<file path="src/rtl/fetch_stage.sv">
// Instruction-fetch stage: PC, instruction-memory address, IF/ID register, RUN/HALT FSM.
// Optional performance counters are compiled in when FETCH_PERF_CNT_EN is defined.
module fetch_stage #(
  parameter logic [15:0] RESET_PC  = 16'h0000,
  parameter int          MEM_BYTES = 256
) (
  input  logic        clk,
  input  logic        rst,
  output logic [15:0] imem_addr,
  input  logic [15:0] imem_instr,
  input  logic        stall,
  input  logic        redirect,
  input  logic [15:0] redirect_pc,
  output logic [15:0] ifid_instr,
  output logic [15:0] ifid_pc,
  output logic [15:0] ifid_pc_plus2,
  output logic        ifid_valid,
  output logic        halted
`ifdef FETCH_PERF_CNT_EN
  ,
  output logic [31:0] perf_fetch_cnt,
  output logic [31:0] perf_stall_cnt
`endif
);

  localparam logic [15:0] ADDR_MASK  = 16'(MEM_BYTES - 1);
  localparam logic [15:0] HALT_INSTR = 16'hFFFF;

  typedef enum logic {
    ST_RUN  = 1'b0,
    ST_HALT = 1'b1
  } state_e;

  state_e      state_q, state_d;
  logic [15:0] pc_q, pc_d;
  logic [15:0] instr_q, instr_d;
  logic [15:0] ifpc_q, ifpc_d;
  logic [15:0] ifpc2_q, ifpc2_d;
  logic        valid_q, valid_d;

  logic [15:0] next_pc;
  logic        fetch_en;
  logic        is_halt;

  assign next_pc  = (pc_q + 16'd2) & ADDR_MASK;
  assign fetch_en = !redirect && !stall && (state_q == ST_RUN);
  assign is_halt  = (imem_instr == HALT_INSTR);

  // FSM state register
  always_ff @(posedge clk or posedge rst) begin
    if (rst) begin
      state_q <= ST_RUN;
    end else begin
      state_q <= state_d;
    end
  end

  // FSM next state: redirect always restarts fetch; a captured halt word parks the FSM
  always_comb begin
    state_d = state_q;
    if (redirect) begin
      state_d = ST_RUN;
    end else if (fetch_en && is_halt) begin
      state_d = ST_HALT;
    end
  end

  // FSM outputs
  always_comb begin
    halted = (state_q == ST_HALT);
  end

  always_ff @(posedge clk or posedge rst) begin
    if (rst) begin
      pc_q    <= RESET_PC;
      instr_q <= 16'h0000;
      ifpc_q  <= 16'h0000;
      ifpc2_q <= 16'h0000;
      valid_q <= 1'b0;
    end else begin
      pc_q    <= pc_d;
      instr_q <= instr_d;
      ifpc_q  <= ifpc_d;
      ifpc2_q <= ifpc2_d;
      valid_q <= valid_d;
    end
  end

  always_comb begin
    pc_d    = pc_q;
    instr_d = instr_q;
    ifpc_d  = ifpc_q;
    ifpc2_d = ifpc2_q;
    valid_d = valid_q;
    if (redirect) begin
      pc_d    = redirect_pc & ADDR_MASK & 16'hFFFE;
      instr_d = 16'h0000;
      ifpc_d  = 16'h0000;
      ifpc2_d = 16'h0000;
      valid_d = 1'b0;
    end else if (stall) begin
      pc_d = pc_q;
    end else if (state_q == ST_RUN) begin
      instr_d = imem_instr;
      ifpc_d  = pc_q;
      ifpc2_d = next_pc;
      valid_d = 1'b1;
      // The halt word is delivered once; the PC stays parked on it
      if (!is_halt) begin
        pc_d = next_pc;
      end
    end else begin
      instr_d = 16'h0000;
      valid_d = 1'b0;
    end
  end

  assign imem_addr     = pc_q;
  assign ifid_instr    = instr_q;
  assign ifid_pc       = ifpc_q;
  assign ifid_pc_plus2 = ifpc2_q;
  assign ifid_valid    = valid_q;

`ifdef FETCH_PERF_CNT_EN
  logic [31:0] fetch_cnt_q, fetch_cnt_d;
  logic [31:0] stall_cnt_q, stall_cnt_d;

  always_comb begin
    fetch_cnt_d = fetch_cnt_q;
    stall_cnt_d = stall_cnt_q;
    if (fetch_en) begin
      fetch_cnt_d = fetch_cnt_q + 32'd1;
    end
    if (stall && !redirect) begin
      stall_cnt_d = stall_cnt_q + 32'd1;
    end
  end

  always_ff @(posedge clk or posedge rst) begin
    if (rst) begin
      fetch_cnt_q <= 32'd0;
      stall_cnt_q <= 32'd0;
    end else begin
      fetch_cnt_q <= fetch_cnt_d;
      stall_cnt_q <= stall_cnt_d;
    end
  end

  assign perf_fetch_cnt = fetch_cnt_q;
  assign perf_stall_cnt = stall_cnt_q;
`endif

endmodule
</file>
<file path="config.mk">
export PLATFORM = sky130hd
export DESIGN_NAME = fetch_stage
export DESIGN_NICKNAME = d
export VERILOG_FILES = /design/src/rtl/fetch_stage.sv
export SDC_FILE = /design/constraint.sdc
export NUM_CORES = 1
export LEC_CHECK = 0
export ABC_AREA = 1
export CAP_MARGIN = 20
export CELL_PAD_IN_SITES_DETAIL_PLACEMENT = 0
export CELL_PAD_IN_SITES_GLOBAL_PLACEMENT = 1
export CORE_ASPECT_RATIO = 1.5
export CORE_MARGIN = 4
export CORE_UTILIZATION = 25
export CTS_BUF_LIST = sky130_fd_sc_hd__clkbuf_4
export DETAILED_ROUTE_END_ITERATION = 6
export GPL_TIMING_DRIVEN = 1
export PLACE_DENSITY = 0.85
export SETUP_SLACK_MARGIN = 0.02
export SLEW_MARGIN = 40
export SYNTH_ARGS = -nofsm -noshare
export SYNTH_HDL_FRONTEND = slang
export SYNTH_SLANG_ARGS = --single-unit
</file>
<file path="constraint.sdc">
create_clock -name clk -period 1.2 [get_ports clk]
set_clock_uncertainty 0.1 [all_clocks]
set_input_delay 0.3 -clock clk [delete_from_list [all_inputs] [get_ports clk]]
set_output_delay 0.3 -clock clk [all_outputs]
set_load 0.03 [all_outputs]
</file>
==> results of run 1 <==
## routing by layer
metal,vias up,part of all wire [%],global-route usage (%)
met1,918,33,13.2
met2,86,59,28.5
met5,-,0,0
li1,918,-,-
met3,11,6.2,3.47
met4,0,2.2,3.95
## cell families (layout without fill, tap and decap cells)
family | Yosys count | in the layout | synth area share (%)
XOR/XNOR | 1 | 1 | 0.449
buffers and inverters | 45 | 156 | 14.9
AO/OA/AOI/OAI | 34 | 34 | 12.4
other | 1 | 25 | 0.192
flip-flops | 40 | 40 | 51.2
adder cells (fa/ha/maj) | 1 | 1 | 0.641
AND/OR/NAND/NOR | 92 | 92 | 20.2
## cells in the final DEF (no fill, tap or decap), types with 3 or more instances in the layout
master,instances
inv_1,7
a22o_1,15
conb_1,25
nand3_1,3
clkbuf_4,6
nor2_1,5
nand3_2,8
nor2_2,3
clkdlybuf4s50_1,9
dfrtp_2,6
nand2_4,5
inv_8,3
nand2_2,17
buf_4,45
a32o_1,3
o21ai_2,6
dlygate4sd2_1,17
buf_6,50
buf_12,11
dfrtp_1,34
nand2_1,44
o21ai_1,9
## what timing repair did
item                       in CTS  in global routing
pin swaps                      25                  9
buffers inserted               29                  9
setup endpoints to repair      81                 80
gates cloned                    2                  0
gates resized for setup       105                 25
## flip-flops by register name, summed over array words and instances, names as in the netlist
name	count
ifid_instr	16
ifid_valid	1
ifid_pc_plus2	8
ifid_pc	7
imem_addr	7
halted	1
## metrics by stage
step	instance area, um2	total power [mW]	setup WS [ps]	std cells	utilization, %
floorplan	2100	2.28	-132	238	-
global placement	2900	2.79	-626	405	38.1
detailed placement	2900	2.80	-676	405	38.1
CTS	3500	3.82	-277	443	46.0
global route	3640	4.08	-310	451	47.8
finish	3640	3.87	-249	451	47.8
## power groups by stage
stage / Combinational (mW) / Sequential, mW / Clock [mW]
finish: 1.58 / 1.59 / 0.703
global route: 1.68 / 1.60 / 0.795
CTS: 1.51 / 1.58 / 0.732
detailed placement: 1.18 / 1.62 / 0
global placement: 1.17 / 1.62 / 0
floorplan: 0.460 / 1.82 / 0
## final timing paths
kind	from	endpoint	slack (ps)	depth (start not counted)
max	imem_addr[3]$_DFFE_PP0P_	imem_addr[3]	-250	2
min	imem_instr[13]	ifid_instr[13]$_DFFE_PP0N_	190	2
max reg2reg	halted$_DFFE_PP0P_	imem_addr[6]$_DFFE_PP0P_	-240	9
min reg2reg	ifid_instr[14]$_DFFE_PP0N_	ifid_instr[14]$_DFFE_PP0N_	440	1
max in group asynchronous	rst	imem_addr[1]$_DFFE_PP0P_	580	3
min in group asynchronous	rst	ifid_instr[7]$_DFFE_PP0N_	200	3
## cell type report
type                            count  area (um2)  area share [%]
Timing Repair Buffer              134        1400            38.5
Sequential cell                    40        1010            27.7
Multi-Input combinational cell    153         962            26.4
Tap cell                          102         128            3.51
Inverter                           13        72.6            1.99
Clock buffer                        6        45.0            1.24
Clock inverter                      2        11.3           0.309
Timing Repair inverter              1        11.3           0.309
==> results.toml, run 1 <==
[run_status]
status = "finished with violations"
violations = "negative setup slack"

[cts]
cts_tree = "yes"
numCtsBuffers = 5
htree_levels = 2
cts_root_buf = "clkbuf_4"
ctsHoldBuffers = 0
clock_sinks = 40
cts.reportedPaths.clkPinSlew_ps = 140
cts_buffer_depth = 2
clkLatencyLatePin_ps = 350

[pwr]
power.switching_mw = 1.39
sw_frac_of_total_pct = 36.0
ir_worst_vdd_mv = 0.452
cellPowerDensity_mw_per_mm2 = 1060
p_clk_share_pct = 18.2
p_leak_nw = 1.85
p_int_mw = 2.48
pwr-share-seq_pct = 41.0
pwr-share-comb_pct = 40.8

[logic_synthesis]
yosys_register_bits = 40
async_flop_share_pct = 100
synth_edf_count = 0
synth.most_common_cell = "nand2_1"
ys.flop_type = "dfrtp_1"
synthCells = 214
yosys.area.top_type_share_pct = 51.2
syn_area_per_cell_um2 = 9.13
synth_common_cells = "nand2_1 (66), dfrtp_1 (40), buf_4 (28)"
yosys-top-cells-area = "dfrtp_1 (51%), nand2_1 (13%), buf_4 (11%)"
synth.distinct_cells = 23
synth_seq_area_share_pct = 51.2
synth_area_leader_cell = "dfrtp_1"
synth_area_mm2 = 0.00195
synth_warnings = 0

[die]
dieHeight_um = 116
initial_core_util_pct = 25.7
core_mm2 = 0.00761
io_pins = 102
std_cell_rows = 39
die_area_mm2 = 0.00932
die_x_um = 80.2

[sta]
fin_crit_ps = 1450
setup_viol = 63
period_share_pct = 121
finalHoldViolCount = 0
setup-tns-final_ps = -8410
worst_slack_ps = -249
slew_viol_final = 0
fin_hold_ws_ps = 190
rsz0062_at_grt = "true"
fmax_ghz = 0.690

[worst_setup_path]
worstSetupPathType = "flop to output pin"
slowest_stage = "dfrtp_2"
critical_path_required_ps = 800
max_stage_delay_ps = 450
startpoint_type = "flop"
worstPathCellList = "buf_6 -> buf_12"
critPathBufInv = 2
arrival_ps = 1050
cp_max_fo = 3
worstSetupEndpointType = "output pin"
critPathTopFamily = "flip-flops"

[finish]
drive_gt1_share_pct = 50.1
fin_nets = 385
syn_to_final_growth_pct = 86.4
antennaDiodeCount = 0
fillCellCount = 719

[global_routing]
grt_pass1_vias = 1976
track_usage_pct = 13.9
grt_antenna_before_repair = 0
grt_overflow_total = 0
grt_pass1_wl_mm = 9.83
grt_start_max_net_pins = 31

[detailed_routing]
ant_nets = 0
viasPerCell = 4.29
vias = 1933
dr.pass1.iters = 4
wl_mm = 6.42
drt_iter0_markers = 52
wl_per_cell_um = 14.2
post-route-drc-count = 0

[placement]
io_buffers = 67
gp_congestion = 0.829
dp_hpwl_mm = 4.21

[flow_run]
max_cap_violations = 0

[worst_hold_path]
holdCritPathClass = "input port to flop"
No activity file was read; power rests on OpenSTA's default activity.
==> run 2, diff against run 1 <==
--- a/config.mk
+++ b/config.mk
@@ -10,9 +10,10 @@
 export CELL_PAD_IN_SITES_DETAIL_PLACEMENT = 0
 export CELL_PAD_IN_SITES_GLOBAL_PLACEMENT = 1
 export CORE_ASPECT_RATIO = 1.5
-export CORE_MARGIN = 4
+export CORE_MARGIN = 3
 export CORE_UTILIZATION = 25
 export CTS_BUF_LIST = sky130_fd_sc_hd__clkbuf_4
+export CTS_CLUSTER_SIZE = 10
 export DETAILED_ROUTE_END_ITERATION = 6
 export GPL_TIMING_DRIVEN = 1
 export PLACE_DENSITY = 0.85
==> run 2 against run 1 <==
The run still ends with negative setup slack left. Utilization up 2.9 points. Combinational power up 6%. Non-clock buffer count up 3. Setup slack worse by 20 ps. Sequential power about the same. Hold slack worse by 0.51 ps. Fmax down 1.4%. Wire length down 0.56%. Sequential share of layout area down 0.93 points. Sequential cell count unchanged. Largest cell class unchanged. Highest routed layer unchanged.
==> results.toml, run 2 (same netlist as run 1, synthesis figures left out) <==
[detailed_routing]
wl_per_cell_um = 14.1
dr.pass1.iters = 4
wl_mm = 6.39
viasPerCell = 4.37
drt_iter0_markers = 71
ant_nets = 0
vias = 1977
post-route-drc-count = 0

[run_status]
violations = "negative setup slack"
status = "finished with violations"

[worst_setup_path]
worstSetupPathType = "flop to output pin"
arrival_ps = 1070
worstSetupEndpointType = "output pin"
critical_path_required_ps = 800
cp_max_fo = 2
startpoint_type = "flop"
max_stage_delay_ps = 460
worstPathCellList = "buf_6 -> buf_12"
slowest_stage = "dfrtp_2"

[die]
initial_core_util_pct = 26.3
io_pins = 102
std_cell_rows = 38
core_mm2 = 0.00742
die_area_mm2 = 0.00893
die_x_um = 78.2
dieHeight_um = 114

[pwr]
sw_frac_of_total_pct = 34.4
cellPowerDensity_mw_per_mm2 = 1110
fin_total_pwr_mw = 4.17
p_clk_share_pct = 22.1
pwr-share-seq_pct = 37.9
power.switching_mw = 1.44
ir_worst_vdd_mv = 0.467
pwr-share-comb_pct = 40.0
p_int_mw = 2.74
p_leak_nw = 1.93

[placement]
dp_slack_ps = -662
place_inst = 403
io_buffers = 67
gp_congestion = 0.833
dp_hpwl_mm = 4.13

[finish]
layout_commonest_cell = "buf_6"
final_cell_mix = "buf_6 (52), buf_4 (46), nand2_1 (43)"
syn_to_final_growth_pct = 92.6
antennaDiodeCount = 0
largest_reg_flops = 16
fin_nets = 388
final_cells = 452
fin_util_pct = 50.7
drive_gt1_share_pct = 54.0

[global_routing]
grt_antenna_before_repair = 0
grt_pass1_wl_mm = 9.62
grt_pass1_vias = 1970
met3_usage_pct = 3.86
met2_usage_pct = 26.4
grt_start_max_net_pins = 31
track_usage_pct = 13.9
met1_usage_pct = 14.0
busiest_layer = "met2"
grt_overflow_total = 0

[cts]
cts_buffer_depth = 2
clkLatencyLatePin_ps = 350
cts_root_buf = "clkbuf_4"
clock_sinks = 40
cts.reportedPaths.clkPinSlew_ps = 130
htree_levels = 2
numCtsBuffers = 5
cts_tree = "yes"
ctsHoldBuffers = 0

[sta]
finalHoldViolCount = 0
fin_hold_ws_ps = 190
fmax_ghz = 0.681
fin_crit_ps = 1470
setup_viol = 62
worst_slack_ps = -269
rsz0062_at_grt = "true"
slew_viol_final = 0
period_share_pct = 122

[flow_run]
max_cap_violations = 0

[worst_hold_path]
holdCritPathClass = "input port to flop"
-- run 2: final timing paths --
path	start	to	slack [ps]	depth (start not counted)
max	halted$_DFFE_PP0P_	halted	-270	2
min	imem_instr[6]	ifid_instr[6]$_DFFE_PP0N_	190	2
max reg2reg	imem_addr[2]$_DFFE_PP0P_	imem_addr[7]$_DFFE_PP0P_	-180	9
min reg2reg	ifid_instr[14]$_DFFE_PP0N_	ifid_instr[14]$_DFFE_PP0N_	450	1
max in group asynchronous	rst	imem_addr[1]$_DFFE_PP0P_	590	3
min in group asynchronous	rst	ifid_instr[5]$_DFFE_PP0N_	210	3
-- run 2: power by group through the flow --
| stage | sequential, mW | clock [mW] | combinational, mW |
|---|---|---|---|
| after floorplan | 1.82 | 0 | 0.460 |
| after global placement | 1.62 | 0 | 1.16 |
| after detailed placement | 1.62 | 0 | 1.17 |
| final | 1.58 | 0.921 | 1.67 |
| after CTS | 1.58 | 0.946 | 1.49 |
| after global routing | 1.59 | 0.997 | 1.77 |
-- run 2: critical path, delay by kind of cell (launching register included) --
| family | cells | cell delay [ps] |
|---|---|---|
| buffers and inverters | 2 | 250 |
| DFF | 1 | 460 |
-- run 2: metrics by stage --
stage / TNS [ps] / instance area (um2)
detailed placement: -21590 / 2900
floorplan: -1380 / 2100
finish: -7330 / 3760
global route: -10510 / 3760
global placement: -20990 / 2900
CTS: -8570 / 3510
-- run 2: cell type report --
type	count	area, um2
clock buffer	6	45.0
timing repair buffer	137	1430
inverter	13	72.6
multi-input combinational	153	1030
timing repair inverter	1	11.3
clock inverter	2	35.0
fill	686	3650
tap	100	125
sequential	40	1010
-- run 2: what timing repair did --
action                                  in CTS  in global routing
setup buffers                               27                 16
endpoints found under the setup margin      81                 81
cloned                                       2                  0
endpoints found under the hold margin        0                  0
resized for setup                          107                 44
pin swaps                                   27                 13
-- run 2: routing by layer --
| metal | share of wire, % | wire length (um) |
|---|---|---|
| met3 | 6.7 | 430 |
| met5 | 0 | 0 |
| met2 | 57 | 3620 |
| met1 | 34 | 2160 |
| met4 | 2.8 | 177 |
